`src/rtl/instr_fetch_reg_pkg.sv`:
```
// Shared definitions for the MIPS fetch stage: control state encoding,
// instruction-register field positions and the default reset PC.
package instr_fetch_reg_pkg;

  // Fetch control states; encodings are fixed so debug taps stay comparable.
  typedef enum logic [1:0] {
    ST_IDLE  = 2'd0,
    ST_FETCH = 2'd1,
    ST_ERR   = 2'd2
  } fetch_state_t;

  localparam logic [31:0] DEFAULT_RESET_PC = 32'h0000_0000;

  // Instruction register field positions (MSB/LSB).
  localparam int OP_MSB  = 31;
  localparam int OP_LSB  = 26;
  localparam int RS_MSB  = 25;
  localparam int RS_LSB  = 21;
  localparam int RT_MSB  = 20;
  localparam int RT_LSB  = 16;
  localparam int IMM_MSB = 15;
  localparam int IMM_LSB = 0;

endpackage

```
`src/rtl/instr_fetch_reg_timeout_counter.sv`:
```
// Counts cycles spent waiting for memory during a fetch and flags the last
// permitted wait cycle, so the controller can give up on a dead memory.
module fetch_timeout_counter #(
  parameter int TIMEOUT_CYCLES = 16,
  parameter int TO_W           = 5
) (
  input  logic            clk,
  input  logic            reset,
  input  logic            clear,
  input  logic            enable,
  output logic [TO_W-1:0] count,
  output logic            expired
);

  // Clear wins over enable so a freshly started fetch always begins at zero.
  always_ff @(posedge clk or posedge reset) begin
    if (reset) begin
      count <= '0;
    end else if (clear) begin
      count <= '0;
    end else if (enable) begin
      count <= count + 1'b1;
    end
  end

  // High during the final wait cycle; no ready in this cycle means timeout.
  assign expired = (count == TO_W'(TIMEOUT_CYCLES - 1));

endmodule

```
`src/rtl/instr_fetch_reg.sv`:
```
// Fetch stage of the multi-cycle MIPS datapath: holds the PC, performs a
// valid/ready instruction read, latches the word into the IR and splits it
// into opcode / rs / rt / immediate fields.
//
// Memory handshake: mem_req is the request valid and is high for every cycle
// the stage is in FETCH; mem_addr is latched when the fetch starts and stays
// stable while mem_req is high. A transfer completes in any cycle where
// mem_req and mem_ready are both high; mem_rdata is sampled at the end of that
// cycle. The memory must not assert mem_ready expecting a transfer when
// mem_req is low (it is ignored).
module instr_fetch_reg
  import instr_fetch_reg_pkg::*;
#(
  parameter logic [31:0] RESET_PC       = DEFAULT_RESET_PC,
  parameter int          PC_STEP        = 4,
  parameter int          TIMEOUT_CYCLES = 16,
  parameter int          TO_W           = 5
) (
  input  logic        clk,
  input  logic        reset,
  input  logic        fetch_start,
  input  logic        pc_write,
  input  logic [31:0] pc_next,
  output logic        mem_req,
  output logic [31:0] mem_addr,
  input  logic        mem_ready,
  input  logic [31:0] mem_rdata,
  output logic [31:0] pc,
  output logic        ir_valid,
  output logic        busy,
  output logic        fetch_timeout,
  output logic [5:0]  IR31_26,
  output logic [4:0]  IR25_21,
  output logic [4:0]  IR20_16,
  output logic [15:0] IR15_0,
  output logic [1:0]  state_dbg
);

  fetch_state_t     state;
  logic [31:0]      ir;
  logic             start_fetch;
  logic             capture;
  logic             wait_cycle;
  logic [TO_W-1:0]  to_count;
  logic             to_expired;

  // A start request is only honoured when no fetch is in flight.
  assign start_fetch = fetch_start && (state != ST_FETCH);
  assign capture     = (state == ST_FETCH) && mem_ready;
  assign wait_cycle  = (state == ST_FETCH) && !mem_ready;

  fetch_timeout_counter #(
    .TIMEOUT_CYCLES (TIMEOUT_CYCLES),
    .TO_W           (TO_W)
  ) u_timeout (
    .clk     (clk),
    .reset   (reset),
    .clear   (start_fetch),
    .enable  (wait_cycle),
    .count   (to_count),
    .expired (to_expired)
  );

  // PC: an explicit redirect always wins over the post-fetch increment.
  always_ff @(posedge clk or posedge reset) begin
    if (reset) begin
      pc <= RESET_PC;
    end else if (pc_write) begin
      pc <= pc_next;
    end else if (capture) begin
      pc <= pc + 32'(PC_STEP);
    end
  end

  // Control FSM with the address latch, IR capture and valid flag.
  always_ff @(posedge clk or posedge reset) begin
    if (reset) begin
      state    <= ST_IDLE;
      mem_addr <= '0;
      ir       <= '0;
      ir_valid <= 1'b0;
    end else begin
      case (state)
        ST_IDLE, ST_ERR: begin
          if (fetch_start) begin
            state    <= ST_FETCH;
            mem_addr <= pc;
            ir_valid <= 1'b0;
          end
        end
        ST_FETCH: begin
          if (mem_ready) begin
            ir       <= mem_rdata;
            ir_valid <= 1'b1;
            state    <= ST_IDLE;
          end else if (to_expired) begin
            state <= ST_ERR;
          end
        end
        default: begin
          state <= ST_IDLE;
        end
      endcase
    end
  end

  // Status outputs decode directly from the state register.
  assign mem_req       = (state == ST_FETCH);
  assign busy          = (state == ST_FETCH);
  assign fetch_timeout = (state == ST_ERR);
  assign state_dbg     = state;

  // IR fields are plain slices; they only move when the IR is recaptured.
  assign IR31_26 = ir[OP_MSB:OP_LSB];
  assign IR25_21 = ir[RS_MSB:RS_LSB];
  assign IR20_16 = ir[RT_MSB:RT_LSB];
  assign IR15_0  = ir[IMM_MSB:IMM_LSB];

endmodule

```
`config.mk`:
```
export PLATFORM = sky130hd
export DESIGN_NAME = instr_fetch_reg
export DESIGN_NICKNAME = d
export VERILOG_FILES = /design/src/rtl/instr_fetch_reg_pkg.sv /design/src/rtl/instr_fetch_reg_timeout_counter.sv /design/src/rtl/instr_fetch_reg.sv
export SDC_FILE = /design/constraint.sdc
export NUM_CORES = 1
export LEC_CHECK = 0
export BUFFER_PORTS_ARGS = -buffer_cell sky130_fd_sc_hd__buf_2
export CORE_ASPECT_RATIO = 1.2
export CORE_MARGIN = 2
export CORE_UTILIZATION = 30
export CTS_CLUSTER_DIAMETER = 80
export DETAILED_ROUTE_END_ITERATION = 16
export PLACE_DENSITY_LB_ADDON = 0.1
export SLEW_MARGIN = 10
export SYNTH_ARGS = -nofsm -noshare
export SYNTH_HDL_FRONTEND = slang
export SYNTH_SLANG_ARGS = --single-unit
```
`constraint.sdc`:
```
create_clock -name clk -period 3.4 [get_ports clk]
set_input_delay 0.68 -clock clk [delete_from_list [all_inputs] [get_ports clk]]
set_output_delay 0.68 -clock clk [all_outputs]
set_load 0.005 [all_outputs]
```
==> flow_metrics.tcl, run 1 <==
set metrics [dict create \
    yosysMostFrequentCell "dfrtp_1" \
    min-delay-start "mem_addr[18]$_DFFE_PP0P_" \
    clock_sinks 104 \
    area.growth.synth_to_final_pct 30.5 \
    async_flop_share_pct 100 \
    antenna_found_initial 2 \
    cts_setup_buffers 0 \
    post-place-cells 742 \
    avgSynthCellArea_um2 11.9 \
    endpoint_kind "register" \
    synth-seq-cells 104 \
    ys_types 38 \
    drv_cap 0 \
    power_mw 3.54 \
    syn_nets 456 \
    gp_congestion 0.792 \
    setup_violations 0 \
    hold_path.class "register to register" \
    nets 621 \
    num_vias 3637 \
    htreeDepth 3 \
    final_util_pct 39.9 \
    synth-main-ff-cell "dfrtp_1" \
    fin_worst_hold_slack_ns 0.481 \
    grt_pass1_vias 3742 \
    placed_area_um2 5630 \
    fillCellCount 1555 \
    required_ns 3.63 \
    cts.clk_slew.worst_paths_ns 0.07 \
    max_freq_mhz 440 \
    final_max_slew_viol_count 0 \
    die_area_um2 16200 \
    grt_overflow 0 \
    grt_pass1_wl_mm 19.2 \
    fin_setup_tns_ns 0 \
    relSlewSlack_pct 37.5 \
    die_y_um 139 \
    cp_max_fo 26 \
    grtUsageTotal_pct 15.2 \
    wl_per_cell_um 15.6 \
    drive_gt1_share_pct 46.4 \
    synth_commonest_cells "104 x dfrtp_1, 63 x mux2_2, 32 x nand2_1, 25 x o21ai_0, 17 x nand3_1" \
    detail-route-antenna-nets 0 \
    insertion_delay_ns 0.35 \
    drt-total-wl_mm 11.8 \
    cts_resized 0 \
    cts.path.max_buffers 2 \
    rows 49 \
    ir_drop_mv 0.243 \
    cts_inserted_buffers 9 \
    post_layout_nonfiller_instances 759 \
    finClkSkew_ns 0.00549 \
    grt_setup_unrepaired "false" \
    synth_top_area_share_pct 57.0 \
    fp.coreArea_um2 15000 \
    period_minus_slack_ns 2.27 \
    min_period_over_period_pct 66.9 \
    cts_tree "done" \
    setup_ws_ns 1.13 \
    grt_max_degree 43 \
    root_buffer "clkbuf_16" \
    drc 0 \
    yosys-top-cells-area "dfrtp_1 57%, mux2_2 16%, o21ai_0 2.7%" \
    first_iter_violations 134 \
    start_util_pct 30.5 \
    p_per_area_nw_per_um2 593 \
    crit_arrival_ns 2.51 \
    drtPass1Iterations 6 \
    yosysTopAreaCell "dfrtp_1" \
    hpwlAfterDp_mm 8.51 \
    leakagePower_nw 2.72 \
    critPathKind "register to register" \
    synth-edff-count 0 \
    post_drt_via_cell_ratio 4.79 \
    hold_violations 0 \
    postSynthCellCount 384 \
    yosysSeqAreaShare_pct 57.0 \
    die_w_um 117 \
    io_pins 171 \
    start_kind "register" \
    dp_slack_ns 0.884 \
    syn_area_um2 4570 \
    tightest_slew_ns 0.938 \
    hold_buffers 0 \
    numPortBuffers 170 \
    final_area_um2 5960 \
    startpoint "state_dbg[1]$_DFFE_PP0P_" \
    crit-reg2reg-launch "state_dbg[1]$_DFFE_PP0P_" \
    outcome "completed" \
    yosys_warnings 0 \
]
placed cells by master, fill, tap and decap left out, drive strengths merged, types with 4 or more instances in the layout:
cell and count:
a31oi 14, and4 4, buf 173, clkbuf 9
clkinv 5, dfrtp 104, inv 9, mux2 63
nand2 32, nand3 17, nand4 9, nor2 16
o21ai 25, o31ai 13, or4 16, xor2 8
layout make-up:
type	count	area (um2)	share of cell area [%]
well taps	204	255	4.28
flip-flops and latches	104	2600	43.6
clock buffers	9	225	3.78
diodes	1	2.50	0.0420
inverters	11	45.0	0.755
repair buffers	173	886	14.9
multi-input cells	250	1840	30.8
clock inverters	7	110	1.85
power breakdown:
| part | total [mW] | switching [mW] | leakage, nW | internal, mW |
|---|---|---|---|---|
| combinational | 0.712 | 0.314 | 1.32 | 0.398 |
| sequential | 1.64 | 0.158 | 1.23 | 1.48 |
| clock | 1.19 | 0.470 | 0.169 | 0.715 |
| total | 3.54 | 0.942 | 2.72 | 2.59 |
critical path, cell delays in order, from the launching register on:
cell	delay (ns)
dfrtp_1	0.41
nand2b_1	0.20
clkinv_1	0.25
nand2_1	0.49
buf_4	0.42
mux2_2	0.38
path summary, 6_finish.rpt:
| check | endpoint | slack [ns] | cells past startpoint |
|---|---|---|---|
| setup / recovery | ir[31]$_DFFE_PP0P_ | 1.13 | 5 |
| hold / removal | mem_addr[18]$_DFFE_PP0P_ | 0.48 | 2 |
| setup reg to reg | ir[31]$_DFFE_PP0P_ | 1.13 | 5 |
| hold reg to reg | mem_addr[18]$_DFFE_PP0P_ | 0.48 | 2 |
| max in group asynchronous | mem_addr[14]$_DFFE_PP0P_ | 2.08 | 3 |
| min in group asynchronous | ir[18]$_DFFE_PP0P_ | 0.50 | 2 |
routing by layer:
layer	global-route usage, %	vias up	wire (um)
li1	-	1737	-
met1	18.1	1763	5020
met2	25.4	120	5730
met3	4.59	15	893
met4	5.94	2	202
met5	0	-	11
cells by family after synthesis:
logic type | after synthesis | synth area share (%)
AO/OA/AOI/OAI | 60 | 8.16
multiplexers | 64 | 15.7
XOR/XNOR | 11 | 2.11
adder cells (fa/ha/maj) | 3 | 0.822
AND/OR/NAND/NOR | 112 | 13.3
buffers and inverters | 30 | 2.88
flip-flops | 104 | 57.0
registers in the layout, indices dropped and copies added, names as in the netlist:
| name | flops |
|---|---|
| mem_addr | 32 |
| ir | 32 |
| pc | 32 |
| ir_valid | 1 |
| state_dbg | 2 |
| u_timeout.count | 5 |
Note: power is estimated with default switching activity, not from simulation.
==> inputs of run 2 (changes only) <==
==> constraint.sdc (replaced) <==
create_clock -name clk -period 2.1 [get_ports clk]
set_input_delay 0.42 -clock clk [delete_from_list [all_inputs] [get_ports clk]]
set_output_delay 0.42 -clock clk [all_outputs]
set_load 0.005 [all_outputs]
==> flow_metrics.tcl, run 2 (synthesized netlist as in run 1, its figures left out) <==
set metrics [dict create \
    hpwlAfterDp_mm 8.71 \
    grt_setup_unrepaired "false" \
    grt_pass1_wl_mm 19.4 \
    final_max_slew_viol_count 0 \
    area.growth.synth_to_final_pct 34.7 \
    io_pins 171 \
    start_kind "register" \
    drv_cap 0 \
    numPortBuffers 170 \
    wl_per_cell_um 15.3 \
    insertion_delay_ns 0.35 \
    tightest_slew_ns 0.651 \
    relSlewSlack_pct 56.5 \
    max_freq_mhz 504 \
    cp_max_fo 28 \
    cts.path.max_buffers 2 \
    hold_path.class "primary input to asynchronous set/reset pin" \
    first_iter_violations 141 \
    final_common_cell "buf_2" \
    htreeDepth 3 \
    outcome "completed" \
    cts_inserted_buffers 9 \
    nets 644 \
    finClkSkew_ns 0.00492 \
    diodes 0 \
    drive_gt1_share_pct 48.4 \
    post_drt_via_cell_ratio 4.76 \
    placed_area_um2 5820 \
    fillCellCount 1527 \
    grt_max_degree 40 \
    fin_worst_hold_slack_ns 0.154 \
    rows 49 \
    drt-total-wl_mm 11.9 \
    grt_overflow 0 \
    dp_slack_ns 0.0108 \
    die_y_um 139 \
    mostFrequentLayoutCells "170 x buf_2, 104 x dfrtp_1, 63 x mux2_2" \
    gp_congestion 0.759 \
    num_vias 3715 \
    fp.coreArea_um2 15000 \
    power_mw 5.66 \
    critPathKind "register to register" \
    leakagePower_nw 2.84 \
    p_per_area_nw_per_um2 919 \
    clock_sinks 104 \
    fin_setup_tns_ns 0 \
    drtPass1Iterations 4 \
    grtUsageTotal_pct 15.4 \
    startpoint "pc[9]$_DFFE_PP0P_" \
    endpoint_kind "register" \
    antenna_found_initial 1 \
    crit-reg2reg-launch "pc[9]$_DFFE_PP0P_" \
    required_ns 2.37 \
    start_util_pct 30.5 \
    die_w_um 117 \
    setup_ws_ns 0.116 \
    period_minus_slack_ns 1.98 \
    crit_arrival_ns 2.25 \
    ir_drop_mv 0.419 \
    grt_pass1_vias 3775 \
    cts.clk_slew.worst_paths_ns 0.07 \
    die_area_um2 16200 \
    cts_tree "done" \
    root_buffer "clkbuf_16" \
    min_period_over_period_pct 94.5 \
    final_area_um2 6160 \
    detail-route-antenna-nets 0 \
    hold_violations 0 \
    setup_violations 0 \
    layout_top_registers "ir (32), mem_addr (32), pc (32)" \
    drc 0 \
]
[run 2: what timing repair did]
action,in CTS,in global routing
gates resized for setup,0,0
buffers inserted,0,2
setup endpoints to repair,0,3
hold buffers,0,0
[run 2: cell type report]
type / count / area (um2) / share of cell area, %
Sequential cell: 104 / 2600 / 42.3
Multi-Input combinational cell: 250 / 1840 / 29.9
Timing Repair Buffer: 196 / 1100 / 17.8
Clock buffer: 14 / 284 / 4.61
Tap cell: 204 / 255 / 4.15
Inverter: 11 / 45.0 / 0.732
Clock inverter: 2 / 35.0 / 0.569
[run 2: routing by layer]
metal,part of all wire (%),GRT usage (%),vias up
met2,47,24.4,119
met5,0.092,0,-
met1,44,19.5,1798
met4,1.9,6.44,2
li1,-,-,1782
met3,7.0,4.33,14
[run 2: critical path, cell delays in order, from the launching register on]
cell and delay, ns:
dfrtp_1 0.35, nand3_1 0.11, or4_4 0.70, or4_1 0.56
a31oi_1 0.19
[run 2: path summary, 6_finish.rpt]
| check | end | slack [ns] | cells past startpoint |
|---|---|---|---|
| max in group asynchronous | pc[16]$_DFFE_PP0P_ | 1.33 | 3 |
| min in group clk | pc[13]$_DFFE_PP0P_ | 0.28 | 3 |
| worst max register to register | pc[28]$_DFFE_PP0P_ | 0.12 | 4 |
| worst min-delay path | ir[18]$_DFFE_PP0P_ | 0.15 | 2 |
| worst max-delay path | pc[28]$_DFFE_PP0P_ | 0.12 | 4 |
| worst min register to register | ir_valid$_DFFE_PP0P_ | 0.48 | 2 |
[run 2: report_power, final]
group / internal (mW) / total (mW) / switching (mW)
sequential: 2.40 / 2.61 / 0.218
clock: 1.05 / 1.78 / 0.731
combinational: 0.701 / 1.26 / 0.558
total: 4.15 / 5.66 / 1.51
[run 2: stage by stage]
step | utilization, % | std cells
2_1_floorplan | - | 384
3_3_place_gp | 38.9 | 763
3_5_place_dp | 38.9 | 763
4_1_cts | 41.1 | 779
5_1_grt | 41.2 | 781
6_report | 41.2 | 781
